--- config.mk ---
export PLATFORM = sky130hd
export DESIGN_NAME = program_loader_flat
export DESIGN_NICKNAME = d
export VERILOG_FILES = /design/src/rtl/program_loader_pkg.sv /design/src/rtl/program_loader_if.sv /design/src/rtl/program_loader.sv /design/src/flat_wrapper.sv
export SDC_FILE = /design/constraint.sdc
export NUM_CORES = 1
export LEC_CHECK = 0
export ABC_AREA = 1
export CAP_MARGIN = 40
export CORE_UTILIZATION = 46
export CTS_CLUSTER_DIAMETER = 150
export DETAILED_ROUTE_END_ITERATION = 10
export PLACE_DENSITY = 0.76
export RECOVER_POWER = 100
export SLEW_MARGIN = 20
export SYNTH_ARGS = -nofsm -noshare
export SYNTH_HDL_FRONTEND = slang
export SYNTH_SLANG_ARGS = --single-unit
--- constraint.sdc ---
create_clock -name i_clk -period 1.7 [get_ports i_clk]
set_clock_uncertainty 0.1 [all_clocks]
set_input_delay 0.34 -clock i_clk [delete_from_list [all_inputs] [get_ports i_clk]]
set_output_delay 0.34 -clock i_clk [all_outputs]
set_load 0.005 [all_outputs]
--- src/rtl/program_loader_pkg.sv ---
// Shared widths, HALT opcode and FSM encoding for the program loader.
package program_loader_pkg;

  localparam int DEF_NB_INSTRUC = 16;
  localparam int DEF_NB_OPCODE  = 5;
  localparam int DEF_NB_ADRR    = 11;
  localparam int DEF_NB_DATA    = 8;

  localparam logic [4:0] HALT_OP = 5'b00000;

  typedef enum logic [2:0] {
    ST_WAIT_HI = 3'd0,
    ST_WAIT_LO = 3'd1,
    ST_WRITE   = 3'd2,
    ST_DONE    = 3'd3,
    ST_ERROR   = 3'd4
  } state_t;

endpackage

--- src/rtl/program_loader_if.sv ---
// Byte stream in, program-memory write port out.
import program_loader_pkg::*;

interface program_loader_if #(
  parameter int NB_DATA    = DEF_NB_DATA,
  parameter int NB_ADRR    = DEF_NB_ADRR,
  parameter int NB_INSTRUC = DEF_NB_INSTRUC
);
  logic [NB_DATA-1:0]    i_rx_data;
  logic                  i_rx_valid;
  logic                  o_wr_en;
  logic [NB_ADRR-1:0]    o_wr_addr;
  logic [NB_INSTRUC-1:0] o_wr_data;

  modport master (
    output i_rx_data,
    output i_rx_valid,
    input  o_wr_en,
    input  o_wr_addr,
    input  o_wr_data
  );

  modport slave (
    input  i_rx_data,
    input  i_rx_valid,
    output o_wr_en,
    output o_wr_addr,
    output o_wr_data
  );
endinterface

--- src/rtl/program_loader.sv ---
// Assembles byte pairs into instructions and writes them to program
// memory until a HALT opcode; flags overflow if memory fills first.
module program_loader
  import program_loader_pkg::*;
#(
  parameter int NB_INSTRUC = DEF_NB_INSTRUC,
  parameter int NB_OPCODE  = DEF_NB_OPCODE,
  parameter int NB_ADRR    = DEF_NB_ADRR,
  parameter int NB_DATA    = DEF_NB_DATA
) (
  input  logic             i_clk,
  input  logic             i_rst,
  program_loader_if.slave  bus,
  output logic             o_bip_start,
  output logic             o_busy,
  output logic             o_overflow,
  output logic [NB_ADRR:0] o_prog_len
);

  localparam logic [NB_ADRR-1:0] PTR_MAX = '1;

  state_t r_state;
  state_t w_next;

  logic [NB_ADRR-1:0]    r_ptr;
  logic [NB_DATA-1:0]    r_hi;
  logic [NB_ADRR-1:0]    r_wr_addr;
  logic [NB_INSTRUC-1:0] r_wr_data;
  logic [NB_ADRR:0]      r_prog_len;

  logic w_take_hi;
  logic w_take_lo;
  logic w_ptr_inc;
  logic w_halt;
  logic w_full;

  assign w_halt = r_wr_data[NB_INSTRUC-1 -: NB_OPCODE]
                  == NB_OPCODE'(HALT_OP);
  assign w_full = (r_ptr == PTR_MAX);

  always_ff @(posedge i_clk or negedge i_rst) begin
    if (!i_rst) r_state <= ST_WAIT_HI;
    else        r_state <= w_next;
  end

  always_comb begin
    w_next    = r_state;
    w_take_hi = 1'b0;
    w_take_lo = 1'b0;
    w_ptr_inc = 1'b0;
    unique case (r_state)
      ST_WAIT_HI: begin
        if (bus.i_rx_valid) begin
          w_take_hi = 1'b1;
          w_next    = ST_WAIT_LO;
        end
      end
      ST_WAIT_LO: begin
        if (bus.i_rx_valid) begin
          w_take_lo = 1'b1;
          w_next    = ST_WRITE;
        end
      end
      ST_WRITE: begin
        // HALT wins even at the last address; a byte seen on exit is dropped
        if (w_halt) begin
          w_next = ST_DONE;
        end else if (w_full) begin
          w_next = ST_ERROR;
        end else begin
          w_ptr_inc = 1'b1;
          if (bus.i_rx_valid) begin
            w_take_hi = 1'b1;
            w_next    = ST_WAIT_LO;
          end else begin
            w_next    = ST_WAIT_HI;
          end
        end
      end
      ST_DONE:  w_next = ST_DONE;
      ST_ERROR: w_next = ST_ERROR;
      default:  w_next = ST_WAIT_HI;
    endcase
  end

  // Write address/data are captured with the low byte so they hold afterwards
  always_ff @(posedge i_clk or negedge i_rst) begin
    if (!i_rst) begin
      r_ptr      <= '0;
      r_hi       <= '0;
      r_wr_addr  <= '0;
      r_wr_data  <= '0;
      r_prog_len <= '0;
    end else begin
      if (w_take_hi) r_hi <= bus.i_rx_data;
      if (w_take_lo) begin
        r_wr_data <= {r_hi, bus.i_rx_data};
        r_wr_addr <= r_ptr;
      end
      if (w_ptr_inc) r_ptr <= r_ptr + 1'b1;
      if (r_state == ST_WRITE) r_prog_len <= r_prog_len + 1'b1;
    end
  end

  assign bus.o_wr_en   = (r_state == ST_WRITE);
  assign bus.o_wr_addr = r_wr_addr;
  assign bus.o_wr_data = r_wr_data;
  assign o_bip_start   = (r_state == ST_DONE);
  assign o_overflow    = (r_state == ST_ERROR);
  assign o_prog_len    = r_prog_len;
  assign o_busy        = (r_state == ST_WAIT_LO)
                      || (r_state == ST_WRITE)
                      || ((r_state == ST_WAIT_HI) && (r_ptr != '0));

endmodule

--- src/flat_wrapper.sv ---
// flat-port wrapper written by rule: the top's interface ports become plain ports
module program_loader_flat import program_loader_pkg::*;
#(
  parameter int NB_INSTRUC = DEF_NB_INSTRUC,
  parameter int NB_OPCODE  = DEF_NB_OPCODE,
  parameter int NB_ADRR    = DEF_NB_ADRR,
  parameter int NB_DATA    = DEF_NB_DATA
)
  (i_clk, i_rst, o_bip_start, o_busy, o_overflow, o_prog_len, bus_i_rx_data, bus_i_rx_valid, bus_o_wr_en, bus_o_wr_addr, bus_o_wr_data);
  program_loader_if #(.NB_DATA(NB_DATA), .NB_ADRR(NB_ADRR), .NB_INSTRUC(NB_INSTRUC)) bus_i ();
  input  logic i_clk;
  input  logic i_rst;
  output logic o_bip_start;
  output logic o_busy;
  output logic o_overflow;
  output logic [NB_ADRR:0] o_prog_len;
  input wire logic [$bits(bus_i.i_rx_data)-1:0] bus_i_rx_data;
  input wire logic [$bits(bus_i.i_rx_valid)-1:0] bus_i_rx_valid;
  output wire logic [$bits(bus_i.o_wr_en)-1:0] bus_o_wr_en;
  output wire logic [$bits(bus_i.o_wr_addr)-1:0] bus_o_wr_addr;
  output wire logic [$bits(bus_i.o_wr_data)-1:0] bus_o_wr_data;
  assign bus_i.i_rx_data = bus_i_rx_data;
  assign bus_i.i_rx_valid = bus_i_rx_valid;
  assign bus_o_wr_en = bus_i.o_wr_en;
  assign bus_o_wr_addr = bus_i.o_wr_addr;
  assign bus_o_wr_data = bus_i.o_wr_data;
  program_loader #(.NB_INSTRUC(NB_INSTRUC), .NB_OPCODE(NB_OPCODE), .NB_ADRR(NB_ADRR), .NB_DATA(NB_DATA)) u_core (.i_clk(i_clk), .i_rst(i_rst), .bus(bus_i), .o_bip_start(o_bip_start), .o_busy(o_busy), .o_overflow(o_overflow), .o_prog_len(o_prog_len));
endmodule
==> reports/results.tsv <==
stage	metric	value	unit
outcome	status	finished with violations	
outcome	violated checks	setup timing	
floorplanning	Die H	79.5	µm
power_and_ir_drop	Clock power frac	21.6	%
sta	period utilization	114	%
run	maxcap violations	0	
setup_path	reg2reg start	u_core.r_state[2]$_DFFE_PN0P_	
cts	clk slew on worst S/H paths	60	ps
global_route	first-pass GRT wire length	11.7	mm
detailed_routing	antenna-violating nets left	0	
global_route	Congestion Overflow GR	0	
setup_path	crit path capture type	output pin	
floorplanning	core area	5640	µm²
setup_path	Critical path destination	o_busy	
logic_synthesis	Mapped Cells	278	
power_and_ir_drop	Sw Ratio	33.7	%
sta	worst slew pin tran	813	ps
sta	hold slack	381	ps
power_and_ir_drop	share of power burned in registers	32.8	%
logic_synthesis	Netlist cell types	28	
final_layout	Fillers	361	
final_layout	layout cell share with drive strength beyond 1	34.6	%
final_layout	Net count, final	420	
setup_path	critical setup path kind	reg2out	
power_and_ir_drop	pwr dens	1530	nW/µm²
setup_path	Critical path origin	u_core.r_ptr[1]$_DFFE_PN0P_	
cts	Skew-Pair Late Insertion Delay	350	ps
placed_design	Final Wtd Congestion	0.930	
sta	Final TNS setup	-2730	ps
detailed_routing	# DRC	0	
floorplanning	Starting Density	48.9	%
sta	min Tclk post-route	1940	ps
sta	Final Hold Fails	0	
setup_path	critical path startpoint category	register	
power_and_ir_drop	P_int	4.36	mW
cts	CTS root buf	clkbuf_8	
placed_design	port bufs	53	
power_and_ir_drop	Pwr Total	6.58	mW
sta	Worst Setup Slack, final	-237	ps
sta	unrepaired setup endpoints after global routing	true	
setup_path	Worst Path Max Fanout	2	
floorplanning	# rows	27	
global_route	largest net degree at the start of global routing	62	
floorplanning	die area	6320	µm²
sta	pins over their slew limit	0	
detailed_routing	DRT Pass-1 Iters	4	
global_route	antenna violations before repair	0	
detailed_routing	post-DR wirelength/cell	15.2	µm
cts	clk sinks	61	
floorplanning	# IOs	54	
setup_path	crit path DAT	1500	ps
logic_synthesis	yosys warns	0	
final_layout	area grow syn2layout	55.3	%
detailed_routing	via count	2492	
logic_synthesis	Mapped Area	2760	µm²
cts	CTS Buf Count	9	
sta	Final setup violation count	42	
detailed_routing	Initial DRC Count	133	
floorplanning	Die Width	79.5	µm
global_route	gr usage total	24.7	%
detailed_routing	Vias/cell	5.17	
detailed_routing	Routed Wire Length	7.33	mm
placed_design	cell count after placement	438	
setup_path	R2R cell count	9	
setup_path	flop2flop setup slack	-140	ps
placed_design	post-DP HPWL	4.19	mm
cts	H-tree levels	3	
final_layout	Inserted Diodes	0	
power_and_ir_drop	Comb power frac	45.6	%
cts	CTS tree	done	
sta	Slew headroom	45.8	%
setup_path	r2r endpoint	u_core.r_ptr[2]$_DFFE_PN0P_	
worst_hold_path	Hold Crit Class	reg2reg	
logic_synthesis	Post-Syn Area per Cell	9.93	µm²
setup_path	Critical Path RT	1260	ps
cts	maximum buffer depth of the clock tree	2	
sta	Max Clk Rate	516	MHz
logic_synthesis	syn nets	292	
power_and_ir_drop	Net Sw Power	2.22	mW
logic_synthesis	post-synthesis register bit count	61	
power_and_ir_drop	leak pwr	2.06	nW
final_layout	Post-Layout Cell Count	482	
power_and_ir_drop	maximum vdd ir drop	1.04	mV
logic_synthesis	sequential share of the synthesized area	55.3	%
final_layout	most frequent cells in the layout	nand2_1 (61), dfrtp_1 (61), buf_4 (46), clkdlybuf4s50_1 (41)	
global_route	number of global-route vias before repair	2569	
[repair_timing]
item,4_1_cts,5_1_grt
setup endpoints to repair,28,64
pin swaps,12,8
hold buffers,1,0
gates cloned,1,2
setup buffers,18,9
endpoints found under the hold margin,61,0
resized for setup,48,37
[cells by family (layout without fill, tap and decap cells)]
family	count (synthesis)	count (layout)	share of synthesized area, %
multiplexers	15	15	6.12
XOR/XNOR	16	16	5.07
flip-flops	61	61	55.3
buffers and inverters	32	163	5.21
AND/OR/NAND/NOR	129	130	22.5
AO/OA/AOI/OAI	22	22	4.44
adder cells (fa/ha/maj)	3	3	1.36
[final cells by class]
type	instances	area (µm²)	area share (%)
clock inverters	5	75.1	1.75
inverters	27	111	2.60
multi-input cells	186	1230	28.7
clock buffers	10	138	3.21
repair buffers	121	1120	26.1
flip-flops and latches	61	1530	35.6
well taps	72	90.1	2.10
[cells in the mapped netlist (all sizes together)]
library cell / number / area share (%)
nand2: 72 / 11
dfrtp: 61 / 55
nand3: 27 / 5.4
inv: 26 / 3.5
nor2: 18 / 3.9
o21ai: 17 / 3.2
mux2: 15 / 6.1
xor2: 10 / 3.2
nand4: 6 / 1.4
nor3: 6 / 1.1
xnor2: 6 / 1.9
buf: 4 / 1.4
ha: 3 / 1.4
a21oi: 2 / 0.36
a31o: 1 / 0.32
clkbuf: 1 / 0.14
clkinv: 1 / 0.14
o21a: 1 / 0.27
o31ai: 1 / 0.27
[metrics by stage]
stage	utilization, %	cell area, µm²	worst slack, ps
after global placement	64.9	3660	-205
after detailed placement	64.9	3660	-231
after CTS	73.0	4120	-195
after floorplan	-	2760	117
final	76.0	4290	-237
after global routing	76.0	4290	-309
[critical path, cell delays in order (launching register included)]
cell	delay (ps)
dfrtp_1	400
inv_2	90
ha_4	130
nand3_2	60
o31ai_2	190
nand3_1	130
buf_2	150
[routing by layer]
layer | share of wire [%] | wire (µm) | track usage (%) | up-vias
met3 | 5.8 | 428 | 5.71 | 21
li1 | - | - | - | 1171
met2 | 51 | 3740 | 40.3 | 93
met1 | 40 | 2960 | 29.2 | 1207
met5 | 0 | 0 | 0 | -
met4 | 2.7 | 197 | 15.8 | 0
[registers in the layout, indices dropped and copies added, names as in the netlist]
name                  cells
u_core.r_state            3
u_core.o_prog_len        12
u_core.bus.o_wr_addr     11
u_core.r_ptr             11
u_core.r_hi               8
u_core.bus.o_wr_data     16
[power by group through the flow]
stage / logic, mW / clock network [mW] / registers (mW)
2_1_floorplan: 1.07 / 0 / 2.19
3_3_place_gp: 2.29 / 0 / 2.15
3_5_place_dp: 2.36 / 0 / 2.18
4_1_cts: 2.69 / 1.43 / 2.13
5_1_grt: 3.22 / 1.52 / 2.20
6_report: 3.00 / 1.42 / 2.16
[worst min path at each step]
stage / slack (ps) / endpoint / start / depth (start not counted)
2_1_floorplan: -60 / u_core.bus.o_wr_addr[0]$_DFFE_PN0P_ / i_rst / 0
3_3_place_gp: 270 / u_core.bus.o_wr_addr[2]$_DFFE_PN0P_ / i_rst / 2
3_5_place_dp: 270 / u_core.bus.o_wr_addr[0]$_DFFE_PN0P_ / i_rst / 2
4_1_cts: 390 / u_core.bus.o_wr_addr[9]$_DFFE_PN0P_ / u_core.bus.o_wr_addr[9]$_DFFE_PN0P_ / 2
5_1_grt: 410 / u_core.bus.o_wr_addr[10]$_DFFE_PN0P_ / u_core.bus.o_wr_addr[10]$_DFFE_PN0P_ / 2
6_report: 380 / u_core.bus.o_wr_addr[9]$_DFFE_PN0P_ / u_core.bus.o_wr_addr[9]$_DFFE_PN0P_ / 2
Note: power is estimated with default switching activity, not from simulation.
